`src/rtl/sll_req_arbiter.sv`:
```
// Round-robin arbiter that shares one singly-linked-list engine among NUM_REQ requesters,
// sequencing op_start/op_done and returning each result to its winner with a hung-engine watchdog.
module sll_req_arbiter #(
    parameter int  NUM_REQ        = 4,
    parameter int  DATA_WIDTH     = 8,
    parameter int  MAX_NODE       = 8,
    parameter int  TIMEOUT_CYCLES = 64,
    localparam int ADDR_WIDTH     = $clog2(MAX_NODE + 1)
) (
    input  logic                             clk,
    input  logic                             rst,
    input  logic [NUM_REQ-1:0]               req_valid,
    input  logic [3*NUM_REQ-1:0]             req_op,
    input  logic [DATA_WIDTH*NUM_REQ-1:0]    req_data,
    input  logic [ADDR_WIDTH*NUM_REQ-1:0]    req_addr,
    output logic [NUM_REQ-1:0]               req_ready,
    output logic [NUM_REQ-1:0]               rsp_valid,
    output logic [DATA_WIDTH-1:0]            rsp_data,
    output logic [ADDR_WIDTH-1:0]            rsp_next_addr,
    output logic                             rsp_fault,
    output logic                             rsp_timeout,
    output logic                             busy,
    output logic                             ll_op_start,
    output logic [2:0]                       ll_op,
    output logic [DATA_WIDTH-1:0]            ll_data_in,
    output logic [ADDR_WIDTH-1:0]            ll_addr_in,
    input  logic                             ll_op_done,
    input  logic [DATA_WIDTH-1:0]            ll_data_out,
    input  logic [ADDR_WIDTH-1:0]            ll_next_node_addr,
    input  logic                             ll_fault
);

    localparam int ID_W = $clog2(NUM_REQ);
    localparam int WD_W = $clog2(TIMEOUT_CYCLES);

    localparam logic [1:0] S_IDLE  = 2'd0;
    localparam logic [1:0] S_WAIT  = 2'd1;
    localparam logic [1:0] S_RESP  = 2'd2;
    localparam logic [1:0] S_DRAIN = 2'd3;

    logic [1:0]            state;
    logic                  timed_out;
    logic [ID_W-1:0]       rr_ptr;
    logic [ID_W-1:0]       win_id;
    logic [WD_W-1:0]       wd_cnt;
    logic [2:0]            drain_cnt;
    logic [2:0]            lat_op;
    logic [DATA_WIDTH-1:0] lat_data;
    logic [ADDR_WIDTH-1:0] lat_addr;

    logic                  arb_found;
    logic [ID_W-1:0]       arb_idx;
    logic [ID_W-1:0]       arb_next;
    logic [2:0]            arb_op;
    logic [DATA_WIDTH-1:0] arb_data;
    logic [ADDR_WIDTH-1:0] arb_addr;
    logic                  arb_legal;
    logic [NUM_REQ-1:0]    arb_mask;
    logic [NUM_REQ-1:0]    win_mask;
    int                    cand;

    // Search upward from the round-robin pointer with wrap; first set request wins.
    always_comb begin
        arb_found = 1'b0;
        arb_idx   = rr_ptr;
        cand      = 0;
        for (int i = 0; i < NUM_REQ; i++) begin
            cand = int'(rr_ptr) + i;
            if (cand >= NUM_REQ) cand = cand - NUM_REQ;
            if (!arb_found && req_valid[cand]) begin
                arb_found = 1'b1;
                arb_idx   = ID_W'(cand);
            end
        end
    end

    always_comb begin
        arb_next  = (arb_idx == ID_W'(NUM_REQ - 1)) ? '0 : arb_idx + 1'b1;
        arb_op    = req_op[3*int'(arb_idx) +: 3];
        arb_data  = req_data[DATA_WIDTH*int'(arb_idx) +: DATA_WIDTH];
        arb_addr  = req_addr[ADDR_WIDTH*int'(arb_idx) +: ADDR_WIDTH];
        arb_legal = (arb_op != 3'd4) && (arb_op != 3'd6);
        arb_mask  = NUM_REQ'(1) << arb_idx;
        win_mask  = NUM_REQ'(1) << win_id;
    end

    assign busy       = (state != S_IDLE);
    assign ll_op      = lat_op;
    assign ll_data_in = lat_data;
    assign ll_addr_in = lat_addr;

    // Handshake: a requester holds req_valid and its fields until it sees its one-cycle
    // req_ready pulse; exactly one rsp_valid pulse follows for every accepted request.
    always_ff @(posedge clk or posedge rst) begin
        if (rst) begin
            state         <= S_IDLE;
            timed_out     <= 1'b0;
            rr_ptr        <= '0;
            win_id        <= '0;
            wd_cnt        <= '0;
            drain_cnt     <= '0;
            lat_op        <= '0;
            lat_data      <= '0;
            lat_addr      <= '0;
            req_ready     <= '0;
            rsp_valid     <= '0;
            rsp_data      <= '0;
            rsp_next_addr <= '0;
            rsp_fault     <= 1'b0;
            rsp_timeout   <= 1'b0;
            ll_op_start   <= 1'b0;
        end else begin
            req_ready   <= '0;
            rsp_valid   <= '0;
            rsp_fault   <= 1'b0;
            rsp_timeout <= 1'b0;
            case (state)
                S_IDLE: begin
                    if (arb_found) begin
                        lat_op    <= arb_op;
                        lat_data  <= arb_data;
                        lat_addr  <= arb_addr;
                        win_id    <= arb_idx;
                        rr_ptr    <= arb_next;
                        req_ready <= arb_mask;
                        timed_out <= 1'b0;
                        wd_cnt    <= '0;
                        if (arb_legal) begin
                            state       <= S_WAIT;
                            ll_op_start <= 1'b1;
                        end else begin
                            state     <= S_RESP;
                            rsp_valid <= arb_mask;
                            rsp_fault <= 1'b1;
                        end
                    end
                end
                S_WAIT: begin
                    if (ll_op_done) begin
                        state         <= S_RESP;
                        ll_op_start   <= 1'b0;
                        rsp_valid     <= win_mask;
                        rsp_data      <= ll_data_out;
                        rsp_next_addr <= ll_next_node_addr;
                        rsp_fault     <= ll_fault;
                    end else if (wd_cnt == WD_W'(TIMEOUT_CYCLES - 1)) begin
                        state       <= S_RESP;
                        ll_op_start <= 1'b0;
                        timed_out   <= 1'b1;
                        rsp_valid   <= win_mask;
                        rsp_fault   <= 1'b1;
                        rsp_timeout <= 1'b1;
                    end else begin
                        wd_cnt <= wd_cnt + 1'b1;
                    end
                end
                S_RESP: begin
                    // After a timeout the engine may still be mid-op; let it settle first.
                    state     <= timed_out ? S_DRAIN : S_IDLE;
                    drain_cnt <= '0;
                end
                default: begin
                    if (ll_op_done || drain_cnt == 3'd7) begin
                        state <= S_IDLE;
                    end else begin
                        drain_cnt <= drain_cnt + 1'b1;
                    end
                end
            endcase
        end
    end

endmodule

```
`config.mk`:
```
export PLATFORM = sky130hd
export DESIGN_NAME = sll_req_arbiter
export DESIGN_NICKNAME = d
export VERILOG_FILES = /design/src/rtl/sll_req_arbiter.sv
export SDC_FILE = /design/constraint.sdc
export NUM_CORES = 1
export LEC_CHECK = 0
export CAP_MARGIN = 25
export CORE_AREA = 2 2 88 90
export CTS_CLUSTER_DIAMETER = 80
export CTS_CLUSTER_SIZE = 14
export DETAILED_ROUTE_END_ITERATION = 10
export DIE_AREA = 0 0 90 92
export PLACE_DENSITY = 0.74
export SLEW_MARGIN = 25
export SYNTH_ARGS = -nofsm -noshare
export SYNTH_HDL_FRONTEND = slang
export SYNTH_SLANG_ARGS = --single-unit
```
`constraint.sdc`:
```
create_clock -name clk -period 3.33 [get_ports clk]
set_clock_uncertainty 0.15 [all_clocks]
set_input_delay 0.999 -clock clk [delete_from_list [all_inputs] [get_ports clk]]
set_output_delay 0.999 -clock clk [all_outputs]
set_load 0.03 [all_outputs]
```
==> results.py <==
metrics = {
    "run_status": {
        "outcome": "finished clean",
    },
    "power_and_ir_drop": {
        "swShare_pct": 43.9,
        "ir_drop_mv": 0.492,
        "p_leak_uw": 0.00192,
        "p_per_area_nw_per_um2": 828,
        "p_int_uw": 1990,
        "p_switching_uw": 1560,
        "clkPwrFrac_pct": 12.3,
        "power_frac_comb_pct": 57.2,
        "power_frac_seq_pct": 30.5,
    },
    "die": {
        "start_util_pct": 38.3,
        "dieArea_um2": 8280,
        "dieHeight_um": 92,
        "pin_count": 119,
        "fp-row-count": 32,
        "die_w_um": 90,
        "core_area_um2": 7450,
    },
    "synthesis": {
        "synth_xor_xnor_area_share_pct": 1.23,
        "ys_seq_area_share_pct": 47.4,
        "async_flop_share_pct": 100,
        "syn_inst": 335,
        "synth_enable_flop_cells": 0,
        "post-synth-top-count-cell": "nand2_1",
        "synth_seq_cells": 54,
        "ys_types": 39,
        "yosysTopAreaCell": "dfrtp_1",
        "synth_top_family_by_area": "simple AND/OR/NAND/NOR gates",
        "postSynthAreaPerCell_um2": 8.51,
        "synth_top_area_share_pct": 47.4,
        "synth_mux_area_share_pct": 5.44,
        "synth_compound_area_share_pct": 16.7,
        "yosys_most_used_dff": "dfrtp_1",
        "synth_nets": 422,
        "synth_fa_ha_area_share_pct": 3.07,
        "synth-simple-area-share_pct": 21.6,
        "synth_commonest_cells": "103 x nand2_1, 54 x dfrtp_1, 33 x a21oi_1",
        "syn-cell-area_um2": 2850,
        "synthTopCellsByArea": "dfrtp_1 47%, nand2_1 14%, a21oi_1 5.8%",
        "yosysWarnings": 0,
    },
    "detailed_routing": {
        "vias": 2706,
        "drc": 0,
        "wire_per_inst_um": 13.2,
        "dr.pass1.iters": 4,
        "via_per_inst": 4.88,
        "drtIter0Drc": 146,
        "ant_nets": 0,
        "routed_wl_mm": 7.31,
    },
    "critical_path": {
        "cpPeakStageDelay_ns": 0.56,
        "end_kind": "register",
        "critical_path.cell_chain": "clkdlybuf4s50_1 > nor2_1 > a22o_1 > o32ai_4 > buf_4 > a22o_1 > or2_1 > o32ai_1",
        "critPathLaunchType": "input port",
        "required_ns": 3.36,
        "slowest_stage": "clkdlybuf4s50_1",
        "cp_data_arrival_time_ns": 3.11,
        "crit_type": "in -> reg",
        "critPathMostFrequentCell": "a22o_1",
        "path_max_fanout": 31,
    },
    "clocking": {
        "hold_buffers": 0,
        "postCtsSetupRepairBufs": 0,
        "clk_pin_slew_ns": 0.09,
        "cts_resized": 0,
        "root_buffer": "clkbuf_8",
        "cts.sinks": 54,
        "cts_made_buffers": 5,
        "htree_num_levels": 2,
        "cts_tree": "done",
        "clk_path_buf_depth": 2,
        "worstSkewPairLatency_ns": 0.31,
    },
    "global_routing": {
        "grt_pass1_wl_mm": 12.0,
        "antenna_found_initial": 0,
        "grt_pass1_vias": 2632,
        "grt_overflow": 0,
        "grtUsageTotal_pct": 17.7,
        "grt_max_degree": 37,
    },
    "timing": {
        "worstMarginPinSlew_ns": 0.856,
        "rsz0062_at_grt": "no",
        "slew_headroom_pct": 42.7,
        "finalCriticalPeriod_ns": 3.08,
        "slew_violations": 0,
        "tns_ns": 0,
        "hold_violations": 0,
        "period_share_pct": 92.4,
        "clock.fmax_mhz": 325,
        "setup_viol": 0,
    },
    "placement": {
        "gp_congestion": 0.877,
        "io_buffers": 118,
        "place_hpwl_mm": 5.72,
    },
    "finish": {
        "drive_gt1_share_pct": 9.27,
        "final_util_pct": 57.6,
        "n_fill_cell": 671,
        "final-seq-area_um2": 1350,
        "antenna_cells": 0,
        "nets": 539,
        "area_growth_syn_to_layout_pct": 50.4,
        "multi_input_area_um2": 1370,
    },
    "run": {
        "max-cap-violations": 0,
    },
    "min_path": {
        "hp-class": "reg -> reg",
    },
}
## layout make-up
type / count / area share [%]
clock buffer: 5 / 1.60
clock inverter: 3 / 1.05
inverter: 11 / 0.963
multi-input combinational: 250 / 32.0
sequential: 54 / 31.5
tap: 102 / 2.98
timing repair buffer: 130 / 29.9
## cell families after synthesis
| kind of cell | after synthesis |
|---|---|
| AO/OA/AOI/OAI | 80 |
| AND/OR/NAND/NOR | 145 |
| adder cells (fa/ha/maj) | 7 |
| multiplexers | 14 |
| buffers and inverters | 31 |
| flip-flops | 54 |
| XOR/XNOR | 4 |
## worst paths after layout
| check | depth (start not counted) | end | start | slack (ns) |
|---|---|---|---|---|
| max | 8 | rsp_valid[0] | req_valid[0] | 0.25 |
| min | 2 | ll_data_in[6] | ll_data_in[6] | 0.34 |
| max reg2reg | 8 | wd_cnt[5] | wd_cnt[0] | 0.89 |
| min reg2reg | 2 | ll_data_in[6] | ll_data_in[6] | 0.34 |
| max in group asynchronous | 3 | wd_cnt[3] | rst | 1.51 |
| min in group asynchronous | 2 | ll_data_in[2] | rst | 0.90 |
## layer usage
| layer | vias to the layer above | track usage [%] | routed length [µm] |
|---|---|---|---|
| met5 | - | 0 | 0 |
| met4 | 0 | 6.15 | 125 |
| met3 | 11 | 2.71 | 327 |
| met2 | 80 | 31.1 | 3740 |
| met1 | 1264 | 22.3 | 3120 |
| li1 | 1351 | - | - |
## power by group through the flow
stage	Clock, µW	Combinational, µW	Sequential (µW)
after floorplan	0	926	1440
after global placement	0	2000	1080
after detailed placement	0	2050	1100
after CTS	446	2060	1090
after global routing	473	2240	1120
final	437	2030	1080
## through the flow
step                area, µm²  std cells  worst slack (ns)  total power (µW)  hold WS, ns
global placement         4180        547            0.0366              3080        0.311
detailed placement       4180        547           -0.0797              3150        0.321
finish                   4290        555             0.253              3550        0.338
CTS                      4290        555             0.246              3590        0.343
global route             4290        555            0.0983              3830        0.373
floorplan                2850        335             0.669              2370        0.308
## worst max-delay path: cells and delay by family
family                 cells  cell delay, ns
and+or+nand+nor            2            0.30
buffers and inverters      2            0.92
AOI/OAI and AO/OA          4            0.88
## registers in the layout, summed over array words and instances (netlist names)
name and count:
ll_op 3, ll_op_start 1, rsp_fault 1, timed_out 1, rsp_timeout 1, win_id 2, rsp_valid 4, wd_cnt 6
ll_addr_in 4, req_ready 4, ll_data_in 8, state 2, drain_cnt 3, rsp_next_addr 4, rr_ptr 2, rsp_data 8
## cells in the final DEF (no fill, tap or decap), types with 3 or more instances in the layout
cell,synthesis,final
clkdlybuf4s50_1,0,118
nand2_1,103,103
dfrtp_1,54,54
a21oi_1,33,33
o21ai_0,27,27
nor2_1,16,16
mux2_2,12,12
buf_4,0,11
inv_1,10,9
ha_1,7,7
nand3_1,5,5
clkbuf_8,0,5
nor2b_1,4,4
nor3_1,4,4
a22o_1,3,3
and3_1,3,3
No activity file was read; power rests on OpenSTA's default activity.
